**config.mk**
```make
export PLATFORM = sky130hd
export DESIGN_NAME = alu_result_pipe_flat
export DESIGN_NICKNAME = d
export VERILOG_FILES = /design/src/rtl/alu_result_pipe_pkg.sv /design/src/rtl/alu_result_pipe_if.sv /design/src/rtl/alu_result_pipe_stage.sv /design/src/rtl/alu_result_pipe.sv /design/src/flat_wrapper.sv
export SDC_FILE = /design/constraint.sdc
export NUM_CORES = 1
export LEC_CHECK = 0
export CAP_MARGIN = 20
export CELL_PAD_IN_SITES_DETAIL_PLACEMENT = 1
export CELL_PAD_IN_SITES_GLOBAL_PLACEMENT = 1
export CORE_AREA = 2 2 90 92
export CTS_BUF_LIST = sky130_fd_sc_hd__clkbuf_4
export DETAILED_ROUTE_END_ITERATION = 10
export DIE_AREA = 0 0 92 94
export GPL_TIMING_DRIVEN = 0
export HOLD_SLACK_MARGIN = 0.03
export MAX_ROUTING_LAYER = met4
export PLACE_DENSITY_LB_ADDON = 0.1
export REMOVE_ABC_BUFFERS = 1
export SLEW_MARGIN = 15
export SYNTH_ARGS = -nofsm -noshare
export SYNTH_HDL_FRONTEND = slang
export SYNTH_SLANG_ARGS = --single-unit
export TNS_END_PERCENT = 5
```
**constraint.sdc**
```tcl
create_clock -name clk -period 2.8 [get_ports clk]
set_clock_uncertainty 0.2 [all_clocks]
set_input_delay 0.28 -clock clk [delete_from_list [all_inputs] [get_ports clk]]
set_output_delay 0.28 -clock clk [all_outputs]
set_load 0.02 [all_outputs]
```
**src/rtl/alu_result_pipe_pkg.sv**
```systemverilog
// Shared datapath package for the multicycle core.
// Holds the default datapath geometry and the helper that sizes occupancy counters.
package alu_result_pipe_pkg;

    localparam int DEFAULT_WIDTH = 32;
    localparam int DEFAULT_DEPTH = 2;

    // Bits needed to count 0..depth valid entries inclusive.
    function automatic int occ_width(input int depth);
        return (depth < 1) ? 1 : $clog2(depth + 1);
    endfunction

endpackage

```
**src/rtl/alu_result_pipe_if.sv**
```systemverilog
// Handshake bundle between the ALU result producer, the result pipe and its consumer.
// master = the surrounding logic (upstream and downstream); slave = the pipe itself.
interface alu_result_pipe_if
    import alu_result_pipe_pkg::*;
#(
    parameter int WIDTH = DEFAULT_WIDTH,
    parameter int DEPTH = DEFAULT_DEPTH
);

    logic                         in_valid;
    logic [WIDTH-1:0]             in_data;
    logic                         in_ready;
    logic                         flush;
    logic                         out_valid;
    logic [WIDTH-1:0]             out_data;
    logic                         out_ready;
    logic [occ_width(DEPTH)-1:0]  occupancy;

    modport master (
        output in_valid, in_data, flush, out_ready,
        input  in_ready, out_valid, out_data, occupancy
    );

    modport slave (
        input  in_valid, in_data, flush, out_ready,
        output in_ready, out_valid, out_data, occupancy
    );

endinterface

```
**src/rtl/alu_result_pipe_stage.sv**
```systemverilog
// One pipe stage: a valid bit plus a data register.
// The stage only stores; deciding when to load or clear belongs to the parent.
module pipe_stage
    import alu_result_pipe_pkg::*;
#(
    parameter int               WIDTH     = DEFAULT_WIDTH,
    parameter logic [WIDTH-1:0] RESET_VAL = '0
) (
    input  logic             clk,
    input  logic             reset,
    input  logic             i_load,
    input  logic             i_clear,
    input  logic [WIDTH-1:0] i_data,
    output logic             o_valid,
    output logic [WIDTH-1:0] o_data
);

    logic             r_valid;
    logic [WIDTH-1:0] r_data;

    // Valid/data update: reset wins, then clear (valid only), then load.
    always_ff @(posedge clk) begin
        // NOTE: sequential state uses <= so every stage samples pre-edge values of its neighbours.
        if (reset) begin
            r_valid <= 1'b0;
            // NOTE: data is reset here on purpose so out_data shows a known value after reset;
            // clear leaves data untouched so the output holds its last value.
            r_data  <= RESET_VAL;
        end else if (i_clear) begin
            r_valid <= 1'b0;
        end else if (i_load) begin
            r_valid <= 1'b1;
            r_data  <= i_data;
        end
    end

    assign o_valid = r_valid;
    assign o_data  = r_data;

endmodule

```
**src/rtl/alu_result_pipe.sv**
```systemverilog
// Elastic register pipe for ALU results with bubble collapsing, flush and occupancy count.
// Stage 0 faces the producer; stage DEPTH-1 drives out_valid/out_data.
module alu_result_pipe
    import alu_result_pipe_pkg::*;
#(
    parameter int               WIDTH     = DEFAULT_WIDTH,
    parameter int               DEPTH     = DEFAULT_DEPTH,
    parameter logic [WIDTH-1:0] RESET_VAL = '0
) (
    input  logic              clk,
    input  logic              reset,
    alu_result_pipe_if.slave  bus
);

    localparam int OCC_W = occ_width(DEPTH);

    logic [DEPTH-1:0] w_valid;
    logic [WIDTH-1:0] w_data     [DEPTH];
    logic [WIDTH-1:0] w_stage_in [DEPTH];
    logic [DEPTH-1:0] w_take;    // stage k can accept a new entry this cycle
    logic [DEPTH-1:0] w_adv;     // stage k hands its entry on (or out) this cycle
    logic [DEPTH-1:0] w_load;
    logic [DEPTH-1:0] w_clear;
    logic             w_in_fire;
    logic             w_out_fire;
    logic             w_in_ready;
    logic [OCC_W-1:0] r_occupancy;

    // Output valid is masked while reset is high so nothing is offered or consumed during reset.
    assign bus.out_valid = w_valid[DEPTH-1] & ~reset;
    assign bus.out_data  = w_data[DEPTH-1];
    assign bus.in_ready  = w_in_ready;
    assign bus.occupancy = r_occupancy;

    assign w_out_fire = bus.out_valid & bus.out_ready;
    assign w_in_fire  = bus.in_valid & w_in_ready;

    // Ready/advance chain from the output backwards, then per-stage load/clear controls.
    always_comb begin
        // NOTE: every comb output gets a default first so no path leaves it unassigned (no latches).
        w_take     = '0;
        w_adv      = '0;
        w_load     = '0;
        w_clear    = '0;
        w_in_ready = 1'b0;

        w_adv[DEPTH-1] = w_out_fire;
        for (int k = DEPTH - 1; k >= 1; k--) begin
            w_take[k]  = ~w_valid[k] | w_adv[k];
            w_adv[k-1] = w_valid[k-1] & w_take[k];
        end
        w_take[0] = ~w_valid[0] | w_adv[0];

        w_in_ready = ~reset & ~bus.flush & w_take[0];

        w_load[0] = w_in_fire;
        for (int k = 1; k < DEPTH; k++) begin
            w_load[k] = w_adv[k-1] & ~bus.flush;
        end

        for (int k = 0; k < DEPTH; k++) begin
            w_clear[k] = bus.flush | (w_adv[k] & ~w_load[k]);
        end
    end

    // Stage 0 takes the producer's data; every other stage takes its predecessor's.
    for (genvar k = 0; k < DEPTH; k++) begin : g_stage
        if (k == 0) begin : g_first
            assign w_stage_in[k] = bus.in_data;
        end else begin : g_rest
            assign w_stage_in[k] = w_data[k-1];
        end

        pipe_stage #(
            .WIDTH     (WIDTH),
            .RESET_VAL (RESET_VAL)
        ) u_stage (
            .clk     (clk),
            .reset   (reset),
            .i_load  (w_load[k]),
            .i_clear (w_clear[k]),
            .i_data  (w_stage_in[k]),
            .o_valid (w_valid[k]),
            .o_data  (w_data[k])
        );
    end

    // Occupancy counter tracks in/out transfers; flush and reset zero it.
    always_ff @(posedge clk) begin
        if (reset || bus.flush) begin
            r_occupancy <= '0;
        end else if (w_in_fire && !w_out_fire) begin
            r_occupancy <= r_occupancy + OCC_W'(1);
        end else if (!w_in_fire && w_out_fire) begin
            r_occupancy <= r_occupancy - OCC_W'(1);
        end
    end

endmodule
```
**src/flat_wrapper.sv**
```systemverilog
// flat-port wrapper written by rule: the top's interface ports become plain ports
module alu_result_pipe_flat import alu_result_pipe_pkg::*;
#(
    parameter int               WIDTH     = DEFAULT_WIDTH,
    parameter int               DEPTH     = DEFAULT_DEPTH,
    parameter logic [WIDTH-1:0] RESET_VAL = '0
)
  (clk, reset, bus_in_valid, bus_in_data, bus_flush, bus_out_ready, bus_in_ready, bus_out_valid, bus_out_data, bus_occupancy);
  alu_result_pipe_if #(.WIDTH(WIDTH), .DEPTH(DEPTH)) bus_i ();
  input  logic clk;
  input  logic reset;
  input wire logic [$bits(bus_i.in_valid)-1:0] bus_in_valid;
  input wire logic [$bits(bus_i.in_data)-1:0] bus_in_data;
  input wire logic [$bits(bus_i.flush)-1:0] bus_flush;
  input wire logic [$bits(bus_i.out_ready)-1:0] bus_out_ready;
  output wire logic [$bits(bus_i.in_ready)-1:0] bus_in_ready;
  output wire logic [$bits(bus_i.out_valid)-1:0] bus_out_valid;
  output wire logic [$bits(bus_i.out_data)-1:0] bus_out_data;
  output wire logic [$bits(bus_i.occupancy)-1:0] bus_occupancy;
  assign bus_i.in_valid = bus_in_valid;
  assign bus_i.in_data = bus_in_data;
  assign bus_i.flush = bus_flush;
  assign bus_i.out_ready = bus_out_ready;
  assign bus_in_ready = bus_i.in_ready;
  assign bus_out_valid = bus_i.out_valid;
  assign bus_out_data = bus_i.out_data;
  assign bus_occupancy = bus_i.occupancy;
  alu_result_pipe #(.WIDTH(WIDTH), .DEPTH(DEPTH), .RESET_VAL(RESET_VAL)) u_core (.clk(clk), .reset(reset), .bus(bus_i));
endmodule
```
==> Yosys cells after proc, flatten, opt, wreduce, memory -nomap -nowiden <==
Cells that the tools add are included.
{ "word_totals": {"reg_bits": 68, "input_bits": 37, "out_inout_bits": 36, "word_cells": 40} }
{ "classes": {"add_sub_neg": 2, "mux": 2, "bitwise": 21, "reduce_logical": 10} }
{ "op_table": {"columns": ["cell", "n"], "rows": [
  ["1-bit bitwise AND", 9],
  ["1-bit NOT", 8],
  ["2-bit 2-to-1 mux", 2],
  ["1-bit bitwise OR", 4],
  ["2-bit AND reduction", 2],
  ["2-bit OR reduction", 2],
  ["2-bit by 1-bit adder with 2-bit output (second input constant)", 1],
  ["1-bit logical AND", 2],
  ["1-bit zero test", 2],
  ["2-bit nonzero test", 1],
  ["2-bit by 1-bit subtractor with 2-bit output (second input constant)", 1],
  ["1-bit logical OR", 1]
]} }

==> Depth between registers and ports, before layout <==
Gate-level depths: netlist (run 1).
{ "logic_depth": {"depth_word": 13, "ltp_mapped": 9, "mapped_depth_nobuf": 7} }

==> Hierarchy <==
From an unflattened synthesis (run 1), not the netlist that was laid out.
{ "unflattened": {"cells_unflattened": 318, "area_unflattened_um2": 3130.5} }
{ "by_module_without_submodules": {"columns": ["mod", "n_inst", "cells_per_inst", "area_per_inst_um2", "seq_area_each_um2"], "rows": [
  ["pipe_stage", 2, 148, 1483.9, 660.6],
  ["alu_result_pipe", 1, 22, 162.7, 40.0]
]} }

==> Worst setup path after synthesis (run 1) <==
OpenSTA, ideal clock, no wires.
{ "synth_timing": {"path_type": "input to register", "startpoint": "in reset", "endpoint": "reg u_core.r_occupancy[1] (netlist: u_core.bus.occupancy[1])", "setup_ps": 70, "t_arrival_ps": 1790, "required_time_ps": 2530, "setup_slack_ps": 740, "path_stages": 7, "path_buffers": 2, "cell_sequence": "clkbuf_1 clkbuf_1 nor2_1 nand2_1 ha_1 or3_1 a21boi_1"} }
{ "synth_between": {"elab_chain_len": 11, "word_cells_on_any_way": 16, "classes_between": "mux (1); bitwise (9); reduce/logical (6)"} }
{ "synth_lines": {"columns": ["item", "line", "source"], "rows": [
  ["from (decl)", "flat_wrapper.sv:11", "input logic reset;"],
  ["1-bit NOT (*)", "alu_result_pipe.sv:30", "assign bus.out_valid = w_valid[DEPTH-1] & ~reset;"],
  ["1-bit bitwise AND (*)", "alu_result_pipe.sv:30", null],
  ["via bus_out_valid", "flat_wrapper.sv:17", "output wire logic [$bits(bus_i.out_valid)-1:0] bus_out_valid;"],
  ["1-bit bitwise AND (*)", "alu_result_pipe.sv:35", "assign w_out_fire = bus.out_valid & bus.out_ready;"],
  ["1-bit bitwise OR", "alu_result_pipe.sv:49", "w_take[k] = ~w_valid[k] | w_adv[k];"],
  ["1-bit bitwise AND", "alu_result_pipe.sv:50", "w_adv[k-1] = w_valid[k-1] & w_take[k];"],
  ["1-bit bitwise OR", "alu_result_pipe.sv:52", "w_take[0] = ~w_valid[0] | w_adv[0];"],
  ["1-bit bitwise AND", "alu_result_pipe.sv:54", "w_in_ready = ~reset & ~bus.flush & w_take[0];"],
  ["1-bit bitwise AND", "alu_result_pipe.sv:36", "assign w_in_fire = bus.in_valid & w_in_ready;"],
  ["1-bit zero test", "alu_result_pipe.sv:94", "end else if (!w_in_fire && w_out_fire) begin"],
  ["1-bit logical AND", "alu_result_pipe.sv:94", null],
  ["2-bit nonzero test (no source line)", null, null],
  ["to (signal assigned)", "alu_result_pipe.sv:93", "r_occupancy <= r_occupancy + OCC_W'(1);"],
  ["to (signal assigned)", "alu_result_pipe.sv:95", "r_occupancy <= r_occupancy - OCC_W'(1);"],
  ["to (decl)", "alu_result_pipe.sv:27", "logic [OCC_W-1:0] r_occupancy;"]
]} }
Mark *: on every way through the listed nets, which the timed path passes. The rest lies on a longest branch.
A chain may end at the register's enable or synchronous reset.

==> Worst setup path after layout (run 1) <==
{ "layout_timing": {"startpoint": "in bus_out_ready", "endpoint": "reg u_core.r_occupancy[1] (netlist: u_core.bus.occupancy[1])"} }
{ "layout_between": {"elab_chain_len": 9, "word_cells_on_any_way": 12, "classes_between": "mux (1); bitwise (6); reduce/logical (5)"} }
{ "layout_lines": {"columns": ["item", "line", "source"], "rows": [
  ["from (decl)", "flat_wrapper.sv:15", "input wire logic [$bits(bus_i.out_ready)-1:0] bus_out_ready;"],
  ["1-bit bitwise AND (*)", "alu_result_pipe.sv:35", null],
  ["1-bit bitwise OR (*)", "alu_result_pipe.sv:49", null],
  ["1-bit bitwise AND (*)", "alu_result_pipe.sv:50", null],
  ["1-bit bitwise OR (*)", "alu_result_pipe.sv:52", null],
  ["1-bit bitwise AND (*)", "alu_result_pipe.sv:54", null],
  ["1-bit bitwise AND (*)", "alu_result_pipe.sv:36", null],
  ["via u_core.g_stage[0].u_stage.i_load", "alu_result_pipe_stage.sv:11", "input logic i_load,"],
  ["1-bit zero test", "alu_result_pipe.sv:94", null],
  ["1-bit logical AND", "alu_result_pipe.sv:94", null],
  ["2-bit nonzero test (no source line)", null, null]
]} }
Marked as above.

==> impl_metrics.ini, run 1 <==
[outcome]
run_status = completed

[global_route]
grt_busiest_layer = met2
grt_pass1_vias = 1938
use_met2 = 0.2218
grt_antenna_before_repair = 0
gr-usage-all-layers = 0.1372
grt-ovfl-total = 0
grt_pass1_wl_microns = 8894
grtUsageMet3 = 0.04013
grt_use_met1 = 0.1597
grt_max_degree = 39

[critical_path]
rr_worst_depth = 6
cp_cell_sequence = clkdlybuf4s50_1, and3b_1, nand3b_4, inv_2, ha_1, or3_1, a21boi_1
r2r_start = u_core.g_stage[0].u_stage.o_valid
arrival_ns = 2.56
worst-path-buf-inv = 2
cp_max_fo = 33
crit_slowest_cell = nand3b_4
r2r_slack_ns = 0.48
cp-end-kind = register
critPathLaunchType = input pin
cpPeakStageDelay_ns = 0.58
r2r-end = u_core.bus.occupancy[1]
crit_required_ns = 2.94
worstSetupPathType = input pin to register
crit_family = simple AND/OR/NAND/NOR gates

[hold_path]
holdPathEnd = u_core.g_stage[0].u_stage.o_data[27]
hp-class = input pin to register
holdPathStages = 3
hold_start = bus_in_data[27]

[layout]
n_fill_cell = 849
syn_to_final_growth_pct = 31.61
drive_above_1_share = 0.05588
n_antenna_cell = 0
layout.nets = 374
layoutNonFillerInstCount = 442

[clock_tree]
htree_num_levels = 3
post-cts-setup-buffers = 0
cts_tree = done
clk_pin_slew_ns = 0.11
cts_made_buffers = 9
ctsHoldBuffers = 0
clk_latency_ns = 0.39
cts_num_sinks = 68
ctsLongestPathBuffers = 2
cts-root-buf = clkbuf_4
postCtsResizedCells = 0

[synthesis]
synth.most_common_cell = dfxtp_1
seq_area_frac_synth = 0.4838
synth.top_cell.area_share = 0.4838
synth_area_leaders = dfxtp_1 (48%), mux2i_1 (23%), nand2b_1 (14%), inv_1 (4.5%), buf_12 (2.1%)
synth_commonest_cells = dfxtp_1 (68), mux2i_1 (64), nand2b_1 (64)
yosysWarnings = 0
ys_ff_latch = 68
synth_edf_count = 0
synth-async-reset-ratio = 0
yosys.area.top_type = dfxtp_1
ys_types = 24
synth_flop_cell = dfxtp_1
syn_inst = 265
syn_area_per_cell_sq_um = 10.62
netlist_area_sq_um = 2814

[floorplan]
pin_count = 73
die_h_microns = 94
fp.coreArea_sq_um = 7607
num_rows = 32
die_x_microns = 92
initial_core_util = 0.3699
dieArea_sq_um = 8648

[placement]
port_buffers = 72
dp_hpwl_microns = 3713
placed_cells = 426
finalWeightedCongestion = 0.6855

[timing]
period_needed_ns = 2.424
worstMarginPinSlew_ns = 0.6719
grt_setup_unrepaired = no
slew_violations = 0
hold_violations = 0
setup-violations-final = 0
relSlewSlack = 0.5504
fmax_ghz = 0.4125
timing.final.crit_share = 0.8657

[power_and_ir_drop]
comb_power_share = 0.098
p_total_mw = 1.781
power.density_nw_per_um2 = 480.8
clock_power_share = 0.337
leakage_nw = 1.782
seq_power_share = 0.565
p_switching_mw = 0.4000
power.internal_mw = 1.381
sw_frac_of_total = 0.2246
ir_drop_mv = 0.2447

[route]
dr.pass1.iters = 2
vias = 1950
via_per_inst = 4.412
wirelength_microns = 5489
drcViolationCount = 0
postRouteAntennaNets = 0
drt_iter0_markers = 35
wl_per_cell_microns = 12.42

[job]
maxCapViolCount = 0
[area by class of cell]
type                            count  area, sq um  share of cell area
Sequential cell                    68         1361              0.3676
Tap cell                          102        127.6             0.03446
Clock buffer                       11        82.58             0.02230
Inverter                           35        131.4             0.03547
Multi-Input combinational cell    148         1196              0.3230
Timing Repair Buffer               74        763.2              0.2061
Clock inverter                      4        41.29             0.01115
[registers in the layout (all words and copies together) (netlist names)]
name	flops
u_core.g_stage.u_stage.o_data	64
u_core.bus.occupancy	2
u_core.g_stage.u_stage.o_valid	2
[layer usage]
layer,vias to the layer above,wire (microns)
met5,-,0
met4,0,47
met3,6,281
met2,47,2614
met1,917,2545
li1,980,-
[tightest hold or removal path: cells and delay by family]
kind / cells / cell delay [ns]
buf+inv: 2 / 0.45
mux: 1 / 0.05
[through the flow]
stage	setup TNS (ns)	setup slack (ns)	hold WS (ns)	instance area, sq um	util
after floorplan	0	0.7344	0.1568	2689	-
after global placement	-67.49	-1.469	0.2618	3537	0.4650
after detailed placement	-0.08553	-0.08553	0.2707	3552	0.4669
after CTS	0	0.3382	0.1825	3676	0.4832
after global routing	0	0.2363	0.1997	3704	0.4868
final	0	0.3760	0.2164	3704	0.4868
[worst max-delay path by stage]
stage,from,end,slack [ns],cells past startpoint
after global placement,reset,u_core.bus.occupancy[1],-1.47,7
after CTS,bus_out_ready,u_core.bus.occupancy[1],0.34,7
after global routing,bus_out_ready,u_core.bus.occupancy[1],0.24,7
final,bus_out_ready,u_core.bus.occupancy[1],0.38,7
after detailed placement,bus_out_ready,u_core.bus.occupancy[1],-0.09,7
after floorplan,u_core.g_stage[0].u_stage.o_valid,u_core.bus.occupancy[1],0.73,6
[cell usage in the layout, fill, tap and decap left out]
cell type	instances
a21boi_1	1
a21oi_1	1
and3b_1	1
buf_12	1
buf_16	1
buf_2	1
bufinv_16	1
clkbuf_4	11
clkdlybuf4s50_1	71
clkinv_1	3
dfxtp_1	68
ha_1	1
inv_1	34
inv_2	1
mux2i_1	64
nand2_1	1
nand2b_1	64
nand3b_4	1
nor2_1	1
nor2_2	1
nor2b_1	2
nor3_1	3
o21a_1	2
o21ai_0	1
o21ai_4	1
or3_1	1
xor2_1	2
[power by group through the flow]
stage	sequential (mW)	clock [mW]	combinational, mW
finish	1.01	0.600	0.174
global route	1.01	0.673	0.191
CTS	1.01	0.637	0.176
detailed placement	1.03	0	0.176
global placement	1.03	0	0.173
floorplan	1.03	0	0.0795
[kinds of logic (layout without fill, tap and decap cells)]
family	after synthesis	count (layout)	synth area share
AND/OR/NAND/NOR	75	75	0.1694
flip-flops	68	68	0.4838
multiplexers	64	64	0.2277
buffers and inverters	49	124	0.09115
AO/OA/AOI/OAI	6	6	0.01734
XOR/XNOR	2	2	0.006226
adder cells (fa/ha/maj)	1	1	0.004446
(Power assumes the default switching activity.)
==> run 2: changes to the inputs <==
--- a/config.mk
+++ b/config.mk
@@ -15,7 +15,7 @@
 export GPL_TIMING_DRIVEN = 0
 export HOLD_SLACK_MARGIN = 0.03
 export MAX_ROUTING_LAYER = met4
-export PLACE_DENSITY_LB_ADDON = 0.1
+export PLACE_DENSITY = 0.86
 export REMOVE_ABC_BUFFERS = 1
 export SLEW_MARGIN = 15
 export SYNTH_ARGS = -nofsm -noshare
==> run 2 against run 1 <==
Against the previous run:
- worst setup slack gained 0.0012 ns
- die area is the same
- register-to-register slack is essentially flat
- clock power shrank 2%
- flip-flop and latch count is the same
- largest cell class unchanged
- largest power group unchanged
- highest routed layer unchanged
==> impl_metrics.ini, run 2 (same netlist as run 1, synthesis figures left out) <==
[layout]
n_antenna_cell = 0
layout_common_cells = clkdlybuf4s50_1 (71), dfxtp_1 (68), nand2b_1 (64), mux2i_1 (64), inv_1 (34)
final_common_cell = clkdlybuf4s50_1
n_fill_cell = 857
layoutNonFillerInstCount = 441
multi_input_area_sq_um = 1196
drive_above_1_share = 0.05310
syn_to_final_growth_pct = 30.90
largest_reg_flops = 64
final_area_sq_um = 3684
layout.nets = 373
layout.area.seq_sq_um = 1361

[global_route]
grt_pass1_vias = 2011
grt_max_degree = 37
gr-usage-all-layers = 0.1359
grt_antenna_before_repair = 0
grt_pass1_wl_microns = 9114
grt-ovfl-total = 0

[critical_path]
r2r_slack_ns = 0.49
crit_required_ns = 2.92
cp-end-kind = register
worstSetupPathType = input pin to register
r2r-end = u_core.bus.occupancy[1]
cp_max_fo = 33
rr_worst_depth = 6
arrival_ns = 2.54
r2r_start = u_core.g_stage[0].u_stage.o_valid
critPathLaunchType = input pin

[route]
drcViolationCount = 0
vias = 1952
drt_iter0_markers = 16
via_per_inst = 4.426
postRouteAntennaNets = 0
dr.pass1.iters = 4
wl_per_cell_microns = 12.30
wirelength_microns = 5426

[power_and_ir_drop]
ir_drop_mv = 0.2064
power.density_nw_per_um2 = 480.7
leakage_nw = 1.772
p_total_mw = 1.771

[timing]
slew_violations = 0
timing.final.crit_share = 0.8653
hold_violations = 0
relSlewSlack = 0.2930
setup-violations-final = 0
period_needed_ns = 2.423
fmax_ghz = 0.4127
grt_setup_unrepaired = no
worstMarginPinSlew_ns = 1.057

[clock_tree]
ctsHoldBuffers = 0
cts_tree = done
cts_num_sinks = 68
htree_num_levels = 3
ctsLongestPathBuffers = 2
cts_made_buffers = 9
post-cts-setup-buffers = 0
cts-root-buf = clkbuf_4
clk_latency_ns = 0.38
postCtsResizedCells = 0
clk_pin_slew_ns = 0.10

[placement]
dp_hpwl_microns = 3808
placed_cells = 426
port_buffers = 72
finalWeightedCongestion = 0.6481
detailed_place.area_sq_um = 3560

[floorplan]
die_x_microns = 92
dieArea_sq_um = 8648
fp.coreArea_sq_um = 7607
die_h_microns = 94
initial_core_util = 0.3699
num_rows = 32
pin_count = 73

[outcome]
run_status = completed

[hold_path]
holdPathStages = 3
hold_start = bus_in_data[15]
holdPathEnd = u_core.g_stage[0].u_stage.o_data[15]
hp-class = input pin to register

[job]
maxCapViolCount = 0
-- run 2: cell count changes in the layout (fill, tap and decap cells not counted), sizes merged --
cell,before,now
buf,3,2
-- run 2: power by group --
group | total (mW) | switching, mW | internal, mW
clock network | 0.590 | 0.310 | 0.280
registers | 1.01 | 0.00967 | 0.997
logic | 0.173 | 0.0706 | 0.103
-- run 2: cell type report --
class / instances / share of cell area
clock inverters: 4 / 0.01121
clock buffers: 11 / 0.02242
well taps: 102 / 0.03465
repair buffers: 73 / 0.2018
multi-input cells: 148 / 0.3247
inverters: 35 / 0.03567
flip-flops and latches: 68 / 0.3696
-- run 2: per-layer routing --
metal | global-route usage | vias to the layer above | routed length [microns]
li1 | - | 981 | -
met2 | 0.2390 | 45 | 2750
met5 | - | - | 0
met3 | 0.03210 | 8 | 225
met1 | 0.1487 | 918 | 2374
met4 | 0.05597 | 0 | 76
-- run 2: per-stage QoR --
stage / hold slack, ns / setup slack [ns] / setup TNS, ns / util
6_report: 0.2328 / 0.3772 / 0 / 0.4842
2_1_floorplan: 0.1568 / 0.7344 / 0 / -
3_3_place_gp: 0.2621 / -1.355 / -60.09 / 0.4650
5_1_grt: 0.2216 / 0.2461 / 0 / 0.4842
4_1_cts: 0.1976 / 0.3406 / 0 / 0.4842
3_5_place_dp: 0.2691 / -0.07714 / -0.07714 / 0.4679
-- run 2: worst max-delay path by stage --
stage / from / slack [ns] / endpoint / cells after the start
2_1_floorplan: u_core.g_stage[0].u_stage.o_valid / 0.73 / u_core.bus.occupancy[1] / 6
3_3_place_gp: reset / -1.36 / u_core.bus.occupancy[1] / 7
3_5_place_dp: bus_out_ready / -0.08 / u_core.bus.occupancy[1] / 7
4_1_cts: bus_out_ready / 0.34 / u_core.bus.occupancy[1] / 7
5_1_grt: bus_out_ready / 0.25 / u_core.bus.occupancy[1] / 7
6_report: bus_out_ready / 0.38 / u_core.bus.occupancy[1] / 7
-- run 2: critical path, stage by stage --
cell and delay (ns):
clkdlybuf4s50_1 0.52, and3b_1 0.22, nand3b_4 0.59, inv_2 0.16
ha_1 0.27, or3_1 0.35, a21boi_1 0.14
